===== src/rtl/apb_cmd_master_pkg.sv =====
// apb_cmd_master_pkg: state encoding shared by the APB command master.
package apb_cmd_master_pkg;
  localparam logic [1:0] ST_IDLE   = 2'd0;
  localparam logic [1:0] ST_SETUP  = 2'd1;
  localparam logic [1:0] ST_ACCESS = 2'd2;
  localparam logic [1:0] ST_RESP   = 2'd3;
  typedef enum logic [1:0] {
    IDLE   = ST_IDLE,
    SETUP  = ST_SETUP,
    ACCESS = ST_ACCESS,
    RESP   = ST_RESP
  } state_t;
endpackage


===== src/rtl/apb_cmd_master.sv =====
// apb_cmd_master: one-command-at-a-time APB3 master with a wait-state timeout.
module apb_cmd_master
  import apb_cmd_master_pkg::*;
#(
  parameter int AWIDTH  = 8,
  parameter int DWIDTH  = 8,
  parameter int TIMEOUT = 16,
  parameter int TWIDTH  = 8
) (
  input  logic              PCLK,
  input  logic              PRESETN,
  input  logic              REQ_VALID,
  output logic              REQ_READY,
  input  logic              REQ_WRITE,
  input  logic [AWIDTH-1:0] REQ_ADDR,
  input  logic [DWIDTH-1:0] REQ_WDATA,
  output logic              RSP_VALID,
  input  logic              RSP_READY,
  output logic [DWIDTH-1:0] RSP_RDATA,
  output logic              RSP_ERR,
  output logic              RSP_TIMEOUT,
  output logic              PSEL,
  output logic              PENABLE,
  output logic              PWRITE,
  output logic [AWIDTH-1:0] PADDR,
  output logic [DWIDTH-1:0] PWDATA,
  input  logic [DWIDTH-1:0] PRDATA,
  input  logic              PREADY,
  input  logic              PSLVERR
);
  localparam logic [TWIDTH-1:0] TO_LIMIT = TWIDTH'(TIMEOUT);
  state_t              r_state;
  logic [TWIDTH-1:0]   r_cnt;
  logic                r_req_ready;
  logic                r_rsp_valid;
  logic [DWIDTH-1:0]   r_rsp_rdata;
  logic                r_rsp_err;
  logic                r_rsp_timeout;
  logic                r_psel;
  logic                r_penable;
  logic                r_pwrite;
  logic [AWIDTH-1:0]   r_paddr;
  logic [DWIDTH-1:0]   r_pwdata;
  logic [TWIDTH-1:0]   w_cnt_inc;
  logic                w_timeout;
  // saturating wait-state count; a zero TIMEOUT never matches
  assign w_cnt_inc = (r_cnt == '1) ? r_cnt : r_cnt + 1'b1;
  assign w_timeout = (TIMEOUT != 0) && (w_cnt_inc == TO_LIMIT);
  always_ff @(posedge PCLK or negedge PRESETN) begin
    if (!PRESETN) begin
      r_state       <= IDLE;
      r_cnt         <= '0;
      r_req_ready   <= 1'b0;
      r_rsp_valid   <= 1'b0;
      r_rsp_rdata   <= '0;
      r_rsp_err     <= 1'b0;
      r_rsp_timeout <= 1'b0;
      r_psel        <= 1'b0;
      r_penable     <= 1'b0;
      r_pwrite      <= 1'b0;
      r_paddr       <= '0;
      r_pwdata      <= '0;
    end else begin
      case (r_state)
        IDLE: begin
          r_req_ready <= 1'b1;
          if (REQ_VALID && r_req_ready) begin
            r_pwrite    <= REQ_WRITE;
            r_paddr     <= REQ_ADDR;
            r_pwdata    <= REQ_WDATA;
            r_psel      <= 1'b1;
            r_req_ready <= 1'b0;
            r_state     <= SETUP;
          end
        end
        SETUP: begin
          r_penable <= 1'b1;
          r_cnt     <= '0;
          r_state   <= ACCESS;
        end
        ACCESS: begin
          if (PREADY) begin
            r_rsp_rdata   <= r_pwrite ? '0 : PRDATA;
            r_rsp_err     <= PSLVERR;
            r_rsp_timeout <= 1'b0;
            r_psel        <= 1'b0;
            r_penable     <= 1'b0;
            r_rsp_valid   <= 1'b1;
            r_state       <= RESP;
          end else begin
            r_cnt <= w_cnt_inc;
            if (w_timeout) begin
              r_rsp_rdata   <= '0;
              r_rsp_err     <= 1'b1;
              r_rsp_timeout <= 1'b1;
              r_psel        <= 1'b0;
              r_penable     <= 1'b0;
              r_rsp_valid   <= 1'b1;
              r_state       <= RESP;
            end
          end
        end
        RESP: begin
          if (RSP_READY) begin
            r_rsp_valid <= 1'b0;
            r_req_ready <= 1'b1;
            r_state     <= IDLE;
          end
        end
      endcase
    end
  end
  assign REQ_READY   = r_req_ready;
  assign RSP_VALID   = r_rsp_valid;
  assign RSP_RDATA   = r_rsp_rdata;
  assign RSP_ERR     = r_rsp_err;
  assign RSP_TIMEOUT = r_rsp_timeout;
  assign PSEL        = r_psel;
  assign PENABLE     = r_penable;
  assign PWRITE      = r_pwrite;
  assign PADDR       = r_paddr;
  assign PWDATA      = r_pwdata;
endmodule


===== config.mk =====
export PLATFORM = sky130hd
export DESIGN_NAME = apb_cmd_master
export DESIGN_NICKNAME = d
export VERILOG_FILES = /design/src/rtl/apb_cmd_master_pkg.sv /design/src/rtl/apb_cmd_master.sv
export SDC_FILE = /design/constraint.sdc
export NUM_CORES = 1
export LEC_CHECK = 0
export ABC_AREA = 1
export CAP_MARGIN = 20
export CORE_AREA = 3 3 64 66
export DETAILED_ROUTE_END_ITERATION = 6
export DIE_AREA = 0 0 67 69
export DONT_BUFFER_PORTS = 1
export PLACE_DENSITY = 0.81
export SLEW_MARGIN = 20
export SYNTH_ARGS = -nofsm -noshare
export SYNTH_HDL_FRONTEND = slang
export SYNTH_SLANG_ARGS = --single-unit

===== constraint.sdc =====
create_clock -name PCLK -period 1.79 [get_ports PCLK]
set_clock_uncertainty 0.1 [all_clocks]
set_input_delay 0.2685 -clock PCLK [delete_from_list [all_inputs] [get_ports PCLK]]
set_output_delay 0.2685 -clock PCLK [all_outputs]
set_load 0.02 [all_outputs]

---- After elaboration in Yosys (flattened, before gate mapping) ----
Cells that the tools add are included.
cells by class
  add/sub/neg operators ................... 1
  equal/unequal tests ..................... 9
  multiplexer cells ....................... 25
  reductions and logical operators ........ 15
operator list
  cell                                                             number
  8-bit two-way mux                                                5
  8-bit one-hot mux with 2 select lines                            1
  1-bit two-way mux                                                10
  2-bit AND reduction                                              5
  2-bit nonzero test                                               5
  3-bit AND reduction                                              3
  8-bit by 1-bit adder with 8-bit output, second input constant    1
  8-bit by 5-bit == test with 1-bit output, second input constant  1
  8-bit == test, second input constant                             1
  2-bit two-way mux                                                4
  1-bit one-hot mux with 2 select lines                            4
  2-bit one-hot mux with 4 select lines                            1
  2-bit inequality test, second input constant                     3
  2-bit == test, second input constant                             2
  3-bit inequality test, second input constant                     1
  2-bit by 1-bit == test with 1-bit output, second input constant  1
  2-bit zero test                                                  1
  1-bit logical AND                                                1
word-level totals
  register bits after elaboration ......... 41
  output and inout bits ................... 31
  logic and storage cells ................. 62

---- Logic depth before layout (Yosys ltp) ----
  depth in word-level cells ............... 6
  mapped depth ............................ 14

---- Worst setup path after synthesis ----
OpenSTA, ideal clock, no wires.
  kind .................................... register -> register
  start ................................... reg r_cnt[0]
  end ..................................... reg r_rsp_err (netlist: RSP_ERR)
  arrival time ............................ 1.603 ns
  required time ........................... 1.571 ns
  path slack .............................. -0.033 ns
  stages on the path, launching flop included .. 14
  period minus slack after synthesis ...... 1.823 ns
  cells stage by stage .................... dfrtp_1 ha_1 nand2_4 nor2_4 nand2_4 and2_4 nand3_2 nor2_1 nand2_1 nand2_1 nand2_2 buf_6 nand2_1 o21ai_2
on the way
  cells in the longest elaborated chain, start to end .. 5
  elaborated cells between the ends (all ways) .. 6
  those cells by class .................... add/sub (1); eq/ne (2); mux (1); reduce/logical (2)
ends and longest elaborated chain
  element                                                                  RTL line              RTL
  from (decl)                                                              apb_cmd_master.sv:33  logic [TWIDTH-1:0] r_cnt;
  from (signal assigned)                                                   apb_cmd_master.sv:91  r_cnt <= w_cnt_inc;
  8-bit by 1-bit adder with 8-bit output or 8-bit == test (tied branches)  apb_cmd_master.sv:47  assign w_cnt_inc = (r_cnt == '1) ? r_cnt : r_cnt + 1'b1;
  8-bit two-way mux *                                                      apb_cmd_master.sv:47
  8-bit by 5-bit == test with 1-bit output *                               apb_cmd_master.sv:48  assign w_timeout = (TIMEOUT != 0) && (w_cnt_inc == TO_LIMIT);
  2-bit nonzero test (no line) *                                           --
  2-bit AND reduction (no line) *                                          --
  to (signal assigned)                                                     apb_cmd_master.sv:56  r_rsp_err <= 1'b0;
  to (signal assigned)                                                     apb_cmd_master.sv:84  r_rsp_err <= PSLVERR;
  to (signal assigned)                                                     apb_cmd_master.sv:94  r_rsp_err <= 1'b1;
  to (decl)                                                                apb_cmd_master.sv:37  logic r_rsp_err;
Mark *: on every way between the ends. The rest lies on a longest branch, timed or not.
A chain may end at the register's enable or synchronous reset.

---- Worst setup path in the final report ----
  start ................................... reg r_cnt[0]
  end ..................................... reg r_penable (netlist: PENABLE)
on the way
  cells in the longest elaborated chain, start to end .. 5
  elaborated cells between the ends (all ways) .. 6
  those cells by class .................... add/sub (1); eq/ne (3); mux (1); reduce/logical (1)
ends and longest elaborated chain
  element                                                                  RTL line              RTL
  8-bit by 1-bit adder with 8-bit output or 8-bit == test (tied branches)  apb_cmd_master.sv:47
  8-bit two-way mux *                                                      apb_cmd_master.sv:47
  8-bit by 5-bit == test with 1-bit output *                               apb_cmd_master.sv:48
  3-bit inequality test (no line) *                                        --
  2-bit AND reduction (no line) *                                          --
  to (signal assigned)                                                     apb_cmd_master.sv:59  r_penable <= 1'b0;
  to (signal assigned)                                                     apb_cmd_master.sv:77  r_penable <= 1'b1;
  to (signal assigned)                                                     apb_cmd_master.sv:87  r_penable <= 1'b0;
  to (decl)                                                                apb_cmd_master.sv:40  logic r_penable;
Marks and branches as above.

==> flow_summary.json <==
{
  "status": "complete, but fails checks",
  "violations": "negative setup slack",
  "numCtsBuffers": 5,
  "worstMarginPinSlew_ps": 483.6,
  "yosys-top-cells-area": "dfrtp_1 (51%), nand2_1 (20%), o21ai_2 (4.4%), inv_1 (3.5%), o21ai_0 (3.5%)",
  "power_density_mw_per_mm2": 1589,
  "p_sw_w": 0.001798,
  "power.total_w": 0.004052,
  "wl_met2_um": 2234,
  "detail-route-antenna-nets": 0,
  "clock_path_buffers": 2,
  "final_cell_mix": "nand2_1 (97), dfrtp_1 (40), inv_1 (18), dlygate4sd3_1 (17), o21ai_0 (14)",
  "gp_congestion": 0.9018,
  "syn_to_final_growth_pct": 26.90,
  "cp-end-kind": "flop",
  "dpl_cell_area_mm2": 0.002111,
  "pwr-share-comb": 0.343,
  "fin_crit_sh": 1.052,
  "htree_levels": 2,
  "cp.buffers_inverters": 1,
  "start_kind": "flop",
  "synth-seq-cells": 41,
  "antenna_cells": 0,
  "syn_inst": 243,
  "initial_core_util": 0.5530,
  "required_ps": 1870,
  "worst_skew_pair.late_latency_ps": 290,
  "antenna_found_initial": 0,
  "avgSynthCellArea_um2": 8.269,
  "syn_area_mm2": 0.002009,
  "clkSlewWorstSetupHoldPaths_ps": 80,
  "vias_per_cell": 5.191,
  "fp-row-count": 22,
  "ir_drop_mv": 0.8913,
  "fin_area_mm2": 0.002550,
  "fmax_mhz": 531.2,
  "drv_slew": 0,
  "yosysTopAreaCell": "dfrtp_1",
  "cts.sinks": 41,
  "wirelength_met1_um": 1924,
  "leakage_nw": 1.292,
  "crit_path_max_incr_delay_ps": 430,
  "p_int_w": 0.002254,
  "syn-num-nets": 279,
  "dp_hpwl_um": 2964,
  "grt_use_total": 0.1958,
  "wl_met3_um": 310,
  "drtIter0Drc": 78,
  "period_needed_ps": 1883,
  "cts_tree": "built",
  "synth_top_cell_area_share": 0.5106,
  "p_sw_frac": 0.4437,
  "crit_fanout": 7,
  "wl_per_cell_um": 14.04,
  "crit_family": "simple AND/OR/NAND/NOR gates",
  "cp.arrival_ps": 1960,
  "final_common_cell": "nand2_1",
  "setup_ws_ps": -92.52,
  "core_area_mm2": 0.003633,
  "synth_cell_types": 23,
  "overflow": 0,
  "crit_type": "reg2reg",
  "ios": 62,
  "drt-pass1-iter-count": 4,
  "p_seq_frac": 0.489,
  "grt_pass1_vias": 1590,
  "worstPathCellList": "ha_4 > nand2_4 > nor2_4 > nand2_4 > and2_4 > nand3_2 > nor2_1 > nand2_1 > nand2_2 > nand2_4 > clkbuf_16 > nand2_2 > nand2_2",
  "grt_pass1_wl_um": 7003,
  "maxCapViolations": 0,
  "grt_start_max_net_pins": 42,
  "rsz0062_at_grt": "true",
  "highest_layer": "met4",
  "relSlewSlack": 0.6764,
  "cts-root-buf": "clkbuf_8",
  "die_y_um": 69,
  "slowest_stage": "dfrtp_1",
  "hold_viol": 0,
  "drive_gt1_frac": 0.2246,
  "hp-class": "in2reg",
  "io_buffers": 0,
  "pre_cts_ws_ps": -41.93,
  "ys_seq_area_frac": 0.5106,
  "totalWireLength_um": 4549,
  "fin_nets": 311,
  "vias": 1682,
  "ys_warn_count": 0,
  "clkPwrFrac": 0.167,
  "drcViolationCount": 0,
  "die-area_mm2": 0.004623,
  "die_x_um": 67,
  "setup_viol": 14
}
==> metal layers <==
layer | up-vias | GRT usage
li1 | 827 | -
met1 | 784 | 0.2439
met2 | 63 | 0.3068
met3 | 8 | 0.07329
met4 | 0 | 0.06982
met5 | - | 0
==> logic make-up (layout without fill, tap and decap cells) <==
logic type / count (synthesis) / in the layout / share of synthesized area
fa+ha+maj: 5 / 5 / 0.03113
xor+xnor: 1 / 1 / 0.004359
compound gates: 29 / 29 / 0.09153
flops: 41 / 41 / 0.5106
buf+inv: 26 / 59 / 0.05977
simple gates: 141 / 141 / 0.3026
==> power groups by stage <==
stage / combinational (W) / sequential [W] / clock, W
6_report: 0.00139 / 0.00198 / 0.000679
2_1_floorplan: 0.000899 / 0.00188 / 0
5_1_grt: 0.00158 / 0.00203 / 0.000740
3_5_place_dp: 0.00115 / 0.00196 / 0
3_3_place_gp: 0.00109 / 0.00196 / 0
4_1_cts: 0.00122 / 0.00196 / 0.000693
==> timing repair <==
action	in CTS	in global routing
pin swaps	2	8
hold endpoints to repair	56	1
setup buffers	0	1
hold buffers	17	1
cloned	0	2
gates resized for setup	4	21
setup endpoints to repair	13	15
==> through the flow <==
stage                     utilization  hold slack, ps  instances  TNS [ps]
after detailed placement       0.5809          -126.4        295    -277.8
after global placement         0.5809          -126.3        295         0
after global routing           0.7018           7.806        324     -2679
after floorplan                     -          -127.1        243         0
final                          0.7018           2.618        324    -736.1
after CTS                      0.6643          0.4381        320    -248.3
==> worst reg2reg max path: stages (launching register included) <==
cell	delay, ps
dfrtp_1	430
ha_4	200
nand2_4	80
nor2_4	50
nand2_4	80
and2_4	150
nand3_2	60
nor2_1	80
nand2_1	80
nand2_2	100
nand2_4	80
clkbuf_16	170
nand2_2	60
nand2_2	50
==> area by class of cell <==
| class | count | area, um^2 |
|---|---|---|
| Tap cell | 48 | 60.06 |
| Multi-Input combinational cell | 176 | 943.4 |
| Clock buffer | 7 | 96.34 |
| Timing Repair Buffer | 30 | 335.3 |
| Fill cell | 283 | 1084 |
| Clock inverter | 1 | 8.758 |
| Inverter | 21 | 78.83 |
| Sequential cell | 41 | 1027 |
==> flip-flops by register name, indices dropped and copies added (netlist names), 2 cells and up <==
name and cells:
RSP_RDATA 8, r_cnt 8, r_state 2, PWDATA 8
PADDR 8
==> synth_stat cells <==
cell        n
o22ai_1     1
nor2_4      2
xnor2_1     1
o21ai_1     2
a21oi_1     2
and2_4      1
nand2_1   108
nand2_4     2
ha_1        5
nand3_1     8
nor2_1      8
buf_6       3
nand2_2     3
o21ai_2    10
o21ai_0    14
nand4_1     5
clkbuf_1    2
dfrtp_1    41
clkinv_1    1
inv_1      19
inv_2       1
nand3_2     1
nor2_2      3
==> worst paths after layout <==
path                            slack, ps  cells past startpoint                    from                        to
worst max-delay path                  -90                     13    r_cnt[0]$_DFFE_PN0P_       PENABLE$_DFFE_PN0P_
worst max register to register        -90                     13    r_cnt[0]$_DFFE_PN0P_       PENABLE$_DFFE_PN0P_
worst min register to register        450                      2  r_state[1]$_DFFE_PN0P_    r_state[1]$_DFFE_PN0P_
max in group asynchronous            1030                      2                 PRESETN      r_cnt[2]$_DFFE_PN0P_
worst min-delay path                    3                      2             REQ_ADDR[4]      PADDR[4]$_DFFE_PN0P_
min in group asynchronous             350                      2                 PRESETN  RSP_RDATA[2]$_DFFE_PN0P_
No activity file was read; power rests on OpenSTA's default activity.
